$ cat src/rtl/seq1011_scan_ctrl.sv
// Word-to-serial scan controller driving one overlapping "1011" Mealy detector.
// Optional macro SEQ1011_CARRY_EN: detector state carries across word boundaries.
//
// state    | meaning
// S_IDLE   | ready for a new word
// S_SHIFT  | feeding shift register MSB into the detector, one bit per clock
// S_REPORT | per-word count presented, waiting for out_ready
module seq1011_scan_ctrl #(
    parameter int W     = 8,
    parameter int CNT_W = 4,
    parameter int TOT_W = 16
) (
    input  logic             clk,
    input  logic             rst,
    input  logic             in_valid,
    output logic             in_ready,
    input  logic [W-1:0]     in_data,
    output logic             out_valid,
    input  logic             out_ready,
    output logic [CNT_W-1:0] out_count,
    output logic             out_any,
    output logic             busy,
    output logic [TOT_W-1:0] total
);

    localparam int IDX_W = $clog2(W);

    typedef enum logic [1:0] {S_IDLE, S_SHIFT, S_REPORT} state_t;
    typedef enum logic [1:0] {D_A, D_B, D_C, D_D} det_t;

    state_t           r_state;
    det_t             r_det;
    logic [W-1:0]     r_shift;
    logic [IDX_W-1:0] r_idx;
    logic [CNT_W-1:0] r_count;
    logic [TOT_W-1:0] r_total;
    logic             r_out_valid;
    logic             r_in_ready;
    logic             r_busy;
    logic             r_any;

    logic             w_bit;
    logic             w_match;
    det_t             w_det_nxt;
    logic [CNT_W-1:0] w_count_inc;

    assign w_bit       = r_shift[W-1];
    assign w_match     = (r_state == S_SHIFT) && (r_det == D_D) && w_bit;
    assign w_count_inc = (&r_count) ? r_count : r_count + CNT_W'(1);

    always_comb begin
        w_det_nxt = D_A;
        case (r_det)
            D_A: w_det_nxt = w_bit ? D_B : D_A;
            D_B: w_det_nxt = w_bit ? D_B : D_C;
            D_C: w_det_nxt = w_bit ? D_D : D_A;
            D_D: w_det_nxt = w_bit ? D_B : D_C;
            default: w_det_nxt = D_A;
        endcase
    end

    always_ff @(posedge clk) begin
        if (rst) begin
            r_state     <= S_IDLE;
            r_det       <= D_A;
            r_shift     <= '0;
            r_idx       <= '0;
            r_count     <= '0;
            r_total     <= '0;
            r_out_valid <= 1'b0;
            r_in_ready  <= 1'b1;
            r_busy      <= 1'b0;
            r_any       <= 1'b0;
        end else begin
            case (r_state)
                S_IDLE: begin
                    if (in_valid) begin
                        r_shift    <= in_data;
                        r_idx      <= IDX_W'(W - 1);
                        r_count    <= '0;
                        r_any      <= 1'b0;
`ifdef SEQ1011_CARRY_EN
                        r_det      <= r_det;
`else
                        r_det      <= D_A;
`endif
                        r_state    <= S_SHIFT;
                        r_in_ready <= 1'b0;
                        r_busy     <= 1'b1;
                    end
                end
                S_SHIFT: begin
                    r_det   <= w_det_nxt;
                    r_shift <= r_shift << 1;
                    if (w_match) begin
                        r_count <= w_count_inc;
                        r_any   <= 1'b1;
                        r_total <= r_total + TOT_W'(1);
                    end
                    // bit 0 is consumed on this edge, so the report starts right after it
                    if (r_idx == '0) begin
                        r_state     <= S_REPORT;
                        r_out_valid <= 1'b1;
                    end else begin
                        r_idx <= r_idx - IDX_W'(1);
                    end
                end
                S_REPORT: begin
                    if (out_ready) begin
                        r_state     <= S_IDLE;
                        r_out_valid <= 1'b0;
                        r_in_ready  <= 1'b1;
                        r_busy      <= 1'b0;
                    end
                end
                default: r_state <= S_IDLE;
            endcase
        end
    end

    assign in_ready  = r_in_ready;
    assign out_valid = r_out_valid;
    assign out_count = r_count;
    assign out_any   = r_any;
    assign busy      = r_busy;
    assign total     = r_total;

endmodule

$ cat config.mk
export PLATFORM = sky130hd
export DESIGN_NAME = seq1011_scan_ctrl
export DESIGN_NICKNAME = d
export VERILOG_FILES = /design/src/rtl/seq1011_scan_ctrl.sv
export SDC_FILE = /design/constraint.sdc
export NUM_CORES = 1
export LEC_CHECK = 0
export ABC_AREA = 1
export CAP_MARGIN = 20
export CORE_UTILIZATION = 55
export DETAILED_ROUTE_END_ITERATION = 8
export GPL_ROUTABILITY_DRIVEN = 0
export PLACE_DENSITY = 0.89
export SETUP_SLACK_MARGIN = 0.4
export SLEW_MARGIN = 15
export SYNTH_ARGS = -nofsm -noshare
export SYNTH_HDL_FRONTEND = slang
export SYNTH_SLANG_ARGS = --single-unit
export TNS_END_PERCENT = 10
$ cat constraint.sdc
create_clock -name clk -period 3.96 [get_ports clk]
set_input_delay 0.99 -clock clk [delete_from_list [all_inputs] [get_ports clk]]
set_output_delay 0.99 -clock clk [all_outputs]
set_load 0.02 [all_outputs]
==> impl_metrics.csv, run 1 <==
group,metric,value,unit
clock_network,clock_sinks,39,
timing,final.setup.tns,0,ns
yosys,synthDistinctLibCells,24,
grt,grt_start_max_net_pins,25,
clock_network,clock_latency,0.35,ns
setup_path,worstSetupStartpointType,"input port",
placement,dp_hpwl,2810,um
finish,final_area,2330,um^2
route,wire_per_inst,11.3,um
power,irDropWorstVdd,0.000252,V
timing,fin_crit_sh,0.634,
setup_path,crit_required,4.25,ns
floorplanning,die-area,3680,um^2
floorplanning,coreArea,3150,um^2
run_status,outcome,"complete, no violations",
yosys,ys_ff_latch,39,
power,power.density,336,nW/um^2
clock_network,numCtsBuffers,5,
placement,place_area,2260,um^2
finish,multi_input_area,937,um^2
power,p_sw_frac,0.274,
job,cap_violations,0,
setup_path,path_class,"input port to flop",
finish,nFillCells,265,
timing,min_period,2.51,ns
clock_network,cts_hold_buffers,0,
power,power_leakage,0.962,nW
power,internal_power,0.000568,W
timing,setup_viol,0,
yosys,yosys_warnings,0,
yosys,seq_area_frac_synth,0.413,
setup_path,max_stage_delay,0.75,ns
timing,grt_setup_unrepaired,"no",
floorplanning,initial_utilization,0.600,
clock_network,clock_path_buffers,2,
grt,grt_pass1_wl,6870,um
grt,grt_overflow_total,0,
route,finalWirelength,3980,um
clock_network,htree_levels,2,
floorplanning,rows,20,
setup_path,path_cells,"clkdlybuf4s50_1 -> inv_1 -> o21ai_0 -> a21oi_1",
route,drtIter0Drc,107,
setup_path,cp.arrival,2.80,ns
grt,grt_pass1_vias,1646,
route,first_pass_iters,5,
setup_path,critPathBufInv,2,
power,pwr-share-comb,0.156,
grt,grt_usage,0.253,
min_path,hold_path_class,"flop to flop",
clock_network,cts_resized,0,
finish,antenna_cells,0,
yosys,synthCells,271,
power,seqPwrFrac,0.549,
timing,slew_headroom,0.543,
yosys,syn-num-nets,287,
timing,worst_pin_slew,0.685,ns
floorplanning,ioPinCount,36,
yosys,synth_area,1890,um^2
timing,hold_violations,0,
clock_network,cts_tree,"yes",
power,p_sw,0.000214,W
setup_path,cp_top_family,"buffers and inverters",
route,vias_per_cell,5.09,
finish,fin_nets,322,
route,drc,0,
timing,max_freq,398,MHz
clock_network,clockRootBuffer,"clkbuf_4",
floorplanning,die_y,60.7,um
finish,register_area,781,um^2
yosys,avgSynthCellArea,6.98,um^2
route,vias,1788,
clock_network,cts_setup_buffers,0,
clock_network,path_clk_slew,0.10,ns
setup_path,endpoint_kind,"flop",
timing,drv_slew,0,
finish,areaGrowthSynthToFinish,23.0,%
power,clock_power_share,0.296,
placement,port-buffer-count,35,
timing,fin_skew,0.00617,ns
setup_path,cpMaxStageDelayCell,"clkdlybuf4s50_1",
route,ant_nets,0,
floorplanning,dieWidth,60.7,um
setup_path,path_max_fanout,24,
grt,antenna_found_initial,0,
finish,drive_gt1_frac,0.0521,
synth_stat cells:
cell,count,area [um^2]
a21oi_1,22,110
a31oi_1,1,6.26
and3_1,1,6.26
buf_2,1,5.00
buf_4,3,22.5
clkbuf_1,3,11.3
dfxtp_1,39,781
ha_1,4,50.1
inv_1,33,124
inv_2,3,11.3
nand2_1,64,240
nand3_1,17,85.1
nand3_4,2,35.0
nand3b_1,1,7.51
nand4_1,6,37.5
nor2_1,38,143
nor2_2,1,6.26
nor2_4,2,22.5
nor2_8,1,20.0
nor3_1,2,10.0
nor3b_1,2,15.0
o211a_1,2,20.0
o21ai_0,21,105
xor2_1,2,17.5
per-layer routing:
layer	vias to the layer above	GRT usage	wire [um]
met5	-	0	0
met4	0	0.0942	31
met3	7	0.0853	238
met2	54	0.416	1890
met1	785	0.307	1820
li1	942	-	-
cell type report:
| type | instances | share of cell area |
|---|---|---|
| repair buffers | 35 | 0.151 |
| flip-flops and latches | 39 | 0.335 |
| inverters | 36 | 0.0581 |
| multi-input cells | 189 | 0.403 |
| clock buffers | 8 | 0.0296 |
| well taps | 44 | 0.0237 |
cells in the final DEF (no fill, tap or decap), types with 2 or more instances in the layout:
cell,count
ha_1,4
inv_2,3
nor2_1,38
clkbuf_8,2
a21oi_1,22
nand3_4,2
clkdlybuf4s50_1,35
xor2_1,2
o21ai_0,21
nand3_1,17
clkbuf_4,5
o211a_1,2
nand4_1,6
inv_1,33
nor2_4,2
nor3b_1,2
nor3_1,2
dfxtp_1,39
nand2_1,64
flip-flops by register name, summed over array words and instances, names as in the netlist:
| register | count |
|---|---|
| total | 16 |
| r_shift | 8 |
| out_count | 4 |
| r_idx | 3 |
| r_det | 2 |
| r_state | 2 |
| busy | 1 |
| in_ready | 1 |
| out_any | 1 |
| out_valid | 1 |
worst reg2reg max path: stages (launching register included):
cell and delay [ns]:
dfxtp_1 0.38, inv_2 0.12, nand3_1 0.13, nor2_2 0.42, nand3_1 0.17, nand2_1 0.10
nor3b_1 0.20
final timing paths:
check	from	end	slack, ns	depth (start not counted)
max	rst	r_shift[2]	1.45	4
min	r_shift[3]	r_shift[3]	0.45	2
max reg2reg	r_state[1]	total[8]	2.36	6
min reg2reg	r_shift[3]	r_shift[3]	0.45	2
power by group through the flow:
stage          registers (W)  clock network, W  logic (W)
5_1_grt             0.000432          0.000253   0.000139
2_1_floorplan       0.000441                 0  0.0000823
3_5_place_dp        0.000437                 0   0.000122
3_3_place_gp        0.000437                 0   0.000118
6_report            0.000429          0.000231   0.000122
4_1_cts             0.000429          0.000234   0.000123
through the flow:
step	hold WS [ns]	std cells	utilization	power (W)	setup slack, ns
finish	0.454	351	0.738	0.000782	1.45
global route	0.489	351	0.738	0.000825	1.23
global placement	0.435	343	0.716	0.000555	1.21
CTS	0.459	351	0.738	0.000786	1.47
floorplan	0.424	271	-	0.000524	2.23
detailed placement	0.442	343	0.716	0.000559	1.14
cells by family after synthesis:
logic type,after synthesis,share of synthesized area
adders and majority gates,4,0.0265
and+or+nand+nor,137,0.332
DFF,39,0.413
xor gates and xnor gates,2,0.00926
buffers and inverters,43,0.0919
AOI/OAI and AO/OA,46,0.128
No activity file was read; power rests on OpenSTA's default activity.
==> inputs of run 2 (changes only) <==
Settings changed: CORE_UTILIZATION 55 to 51, PLACE_DENSITY 0.89 to 0.84.
Clock period 3.96 ns to 2.5 ns, I/O delays scaled along.
==> run 2 against run 1 <==
Against the previous run: sequential power is 59% higher; utilization is 4.3 points lower; final cell count is 1.1% higher; setup slack worse by 0.91 ns; non-clock buffer count is 2 higher; cell area is 2.8% higher; combinational power is 61% higher.
==> impl_metrics.csv, run 2 (synthesis gave the netlist of run 1 again) <==
group,metric,value,unit
floorplanning,initial_utilization,0.550,
clock_network,cts_hold_buffers,0,
placement,pre_cts_slack,0.594,ns
floorplanning,rows,21,
power,power.density,593,nW/um^2
placement,port-buffer-count,35,
finish,areaGrowthSynthToFinish,26.5,%
route,drtIter0Drc,121,
route,vias_per_cell,5.11,
finish,final_area,2390,um^2
clock_network,cts_resized,0,
timing,hold_violations,0,
floorplanning,coreArea,3440,um^2
floorplanning,die_y,62.9,um
floorplanning,die-area,3960,um^2
grt,grt_start_max_net_pins,25,
min_path,holdPathStages,2,
finish,antenna_cells,0,
placement,dp_hpwl,2860,um
timing,setup_viol,0,
finish,nFillCells,283,
timing,slew_headroom,0.642,
min_path,hold_path_class,"flop to flop",
setup_path,endpoint_kind,"output pin",
grt,grt_pass1_vias,1624,
finish,final_cell_mix,"64 x nand2_1, 39 x dfxtp_1, 38 x nor2_1, 35 x clkdlybuf4s50_1, 33 x inv_1",
setup_path,cp.arrival,1.34,ns
setup_path,cpMaxStageDelayCell,"clkdlybuf4s50_1",
route,drc,0,
finish,drive_gt1_frac,0.0615,
grt,grt_pass1_wl,7000,um
setup_path,reg2reg_depth,6,
setup_path,path_cells,"clkdlybuf4s50_1",
finish,largest_reg_flops,16,
setup_path,crit_start,"total[6]",
timing,worst_pin_slew,0.536,ns
power,p_total,0.00142,W
clock_network,cts_setup_buffers,0,
setup_path,worstSetupStartpointType,"flop",
route,vias,1814,
grt,grt_usage,0.225,
power,irDropWorstVdd,0.000487,V
setup_path,path_max_fanout,5,
timing,whs,0.447,ns
timing,max_freq,509,MHz
setup_path,crit_required,1.88,ns
clock_network,cts_tree,"yes",
route,finalWirelength,4120,um
timing,fin_skew,0.00537,ns
floorplanning,ioPinCount,36,
clock_network,clock_path_buffers,2,
timing,setup_slack,0.536,ns
grt,antenna_found_initial,0,
setup_path,r2r-end,"total[8]",
clock_network,path_clk_slew,0.07,ns
clock_network,clockRootBuffer,"clkbuf_8",
setup_path,reg2reg_from,"r_state[1]",
run_status,outcome,"complete, no violations",
setup_path,path_class,"flop to output pin",
timing,fin_crit_sh,0.786,
setup_path,critPathBufInv,1,
setup_path,max_stage_delay,0.63,ns
finish,layout_commonest_cell,"nand2_1",
power,power_leakage,0.994,nW
timing,grt_setup_unrepaired,"no",
timing,final.setup.tns,0,ns
setup_path,cp_top_family,"buffers and inverters",
clock_network,htree_levels,2,
timing,drv_slew,0,
min_path,worst_hold_startpoint,"r_shift[1]",
clock_network,numCtsBuffers,5,
clock_network,clock_latency,0.30,ns
timing,min_period,1.96,ns
grt,grt_overflow_total,0,
floorplanning,dieWidth,62.9,um
route,ant_nets,0,
finish,fin_nets,324,
job,cap_violations,0,
min_path,worstHoldEndpoint,"r_shift[1]",
route,first_pass_iters,5,
setup_path,r2r_setup_slack,0.85,ns
clock_network,clock_sinks,39,
placement,place_area,2280,um^2
route,wire_per_inst,11.6,um
==> run 2: cell types whose count changed in the layout (fill, tap and decap cells not counted) <==
cell and delta:
clkbuf_1 -1, clkinv_2 +1, buf_4 +2, clkbuf_4 -5, bufinv_16 +1, clkbuf_8 +4
==> run 2: final cells by class <==
cell class                 instances  area, um^2  area share
multi-input combinational        189         937       0.392
timing repair buffer              37         365       0.153
sequential                        39         781       0.326
inverter                          36         135      0.0565
clock inverter                     2        35.0      0.0146
clock buffer                       6        82.6      0.0345
tap                               46        57.6      0.0240
==> run 2: layer usage <==
| metal | GRT usage | vias up | share of wire |
|---|---|---|---|
| li1 | - | 943 | - |
| met1 | 0.270 | 813 | 0.46 |
| met2 | 0.383 | 53 | 0.47 |
| met3 | 0.0493 | 5 | 0.053 |
| met4 | 0.0959 | 0 | 0.016 |
| met5 | 0 | - | 0 |
==> run 2: report_power, final <==
| part | internal (W) | switching, W | total [W] |
|---|---|---|---|
| Clock | 0.000323 | 0.000220 | 0.000542 |
| Sequential | 0.000658 | 0.0000227 | 0.000681 |
| Combinational | 0.0000780 | 0.000118 | 0.000196 |
| Total | 0.00106 | 0.000360 | 0.00142 |
==> run 2: per-stage QoR <==
stage               instances  utilization
global placement          347        0.661
detailed placement        347        0.661
global route              355        0.695
finish                    355        0.695
CTS                       355        0.695
floorplan                 271            -
==> run 2: worst max path at each step <==
| stage | end | slack, ns | cells after the start |
|---|---|---|---|
| 2_1_floorplan | total[8] | 1.09 | 6 |
| 3_3_place_gp | out_count[2] | 0.66 | 6 |
| 3_5_place_dp | r_det[1] | 0.59 | 6 |
| 4_1_cts | total[6] | 0.53 | 1 |
| 5_1_grt | total[1] | 0.49 | 1 |
| 6_report | total[6] | 0.54 | 1 |
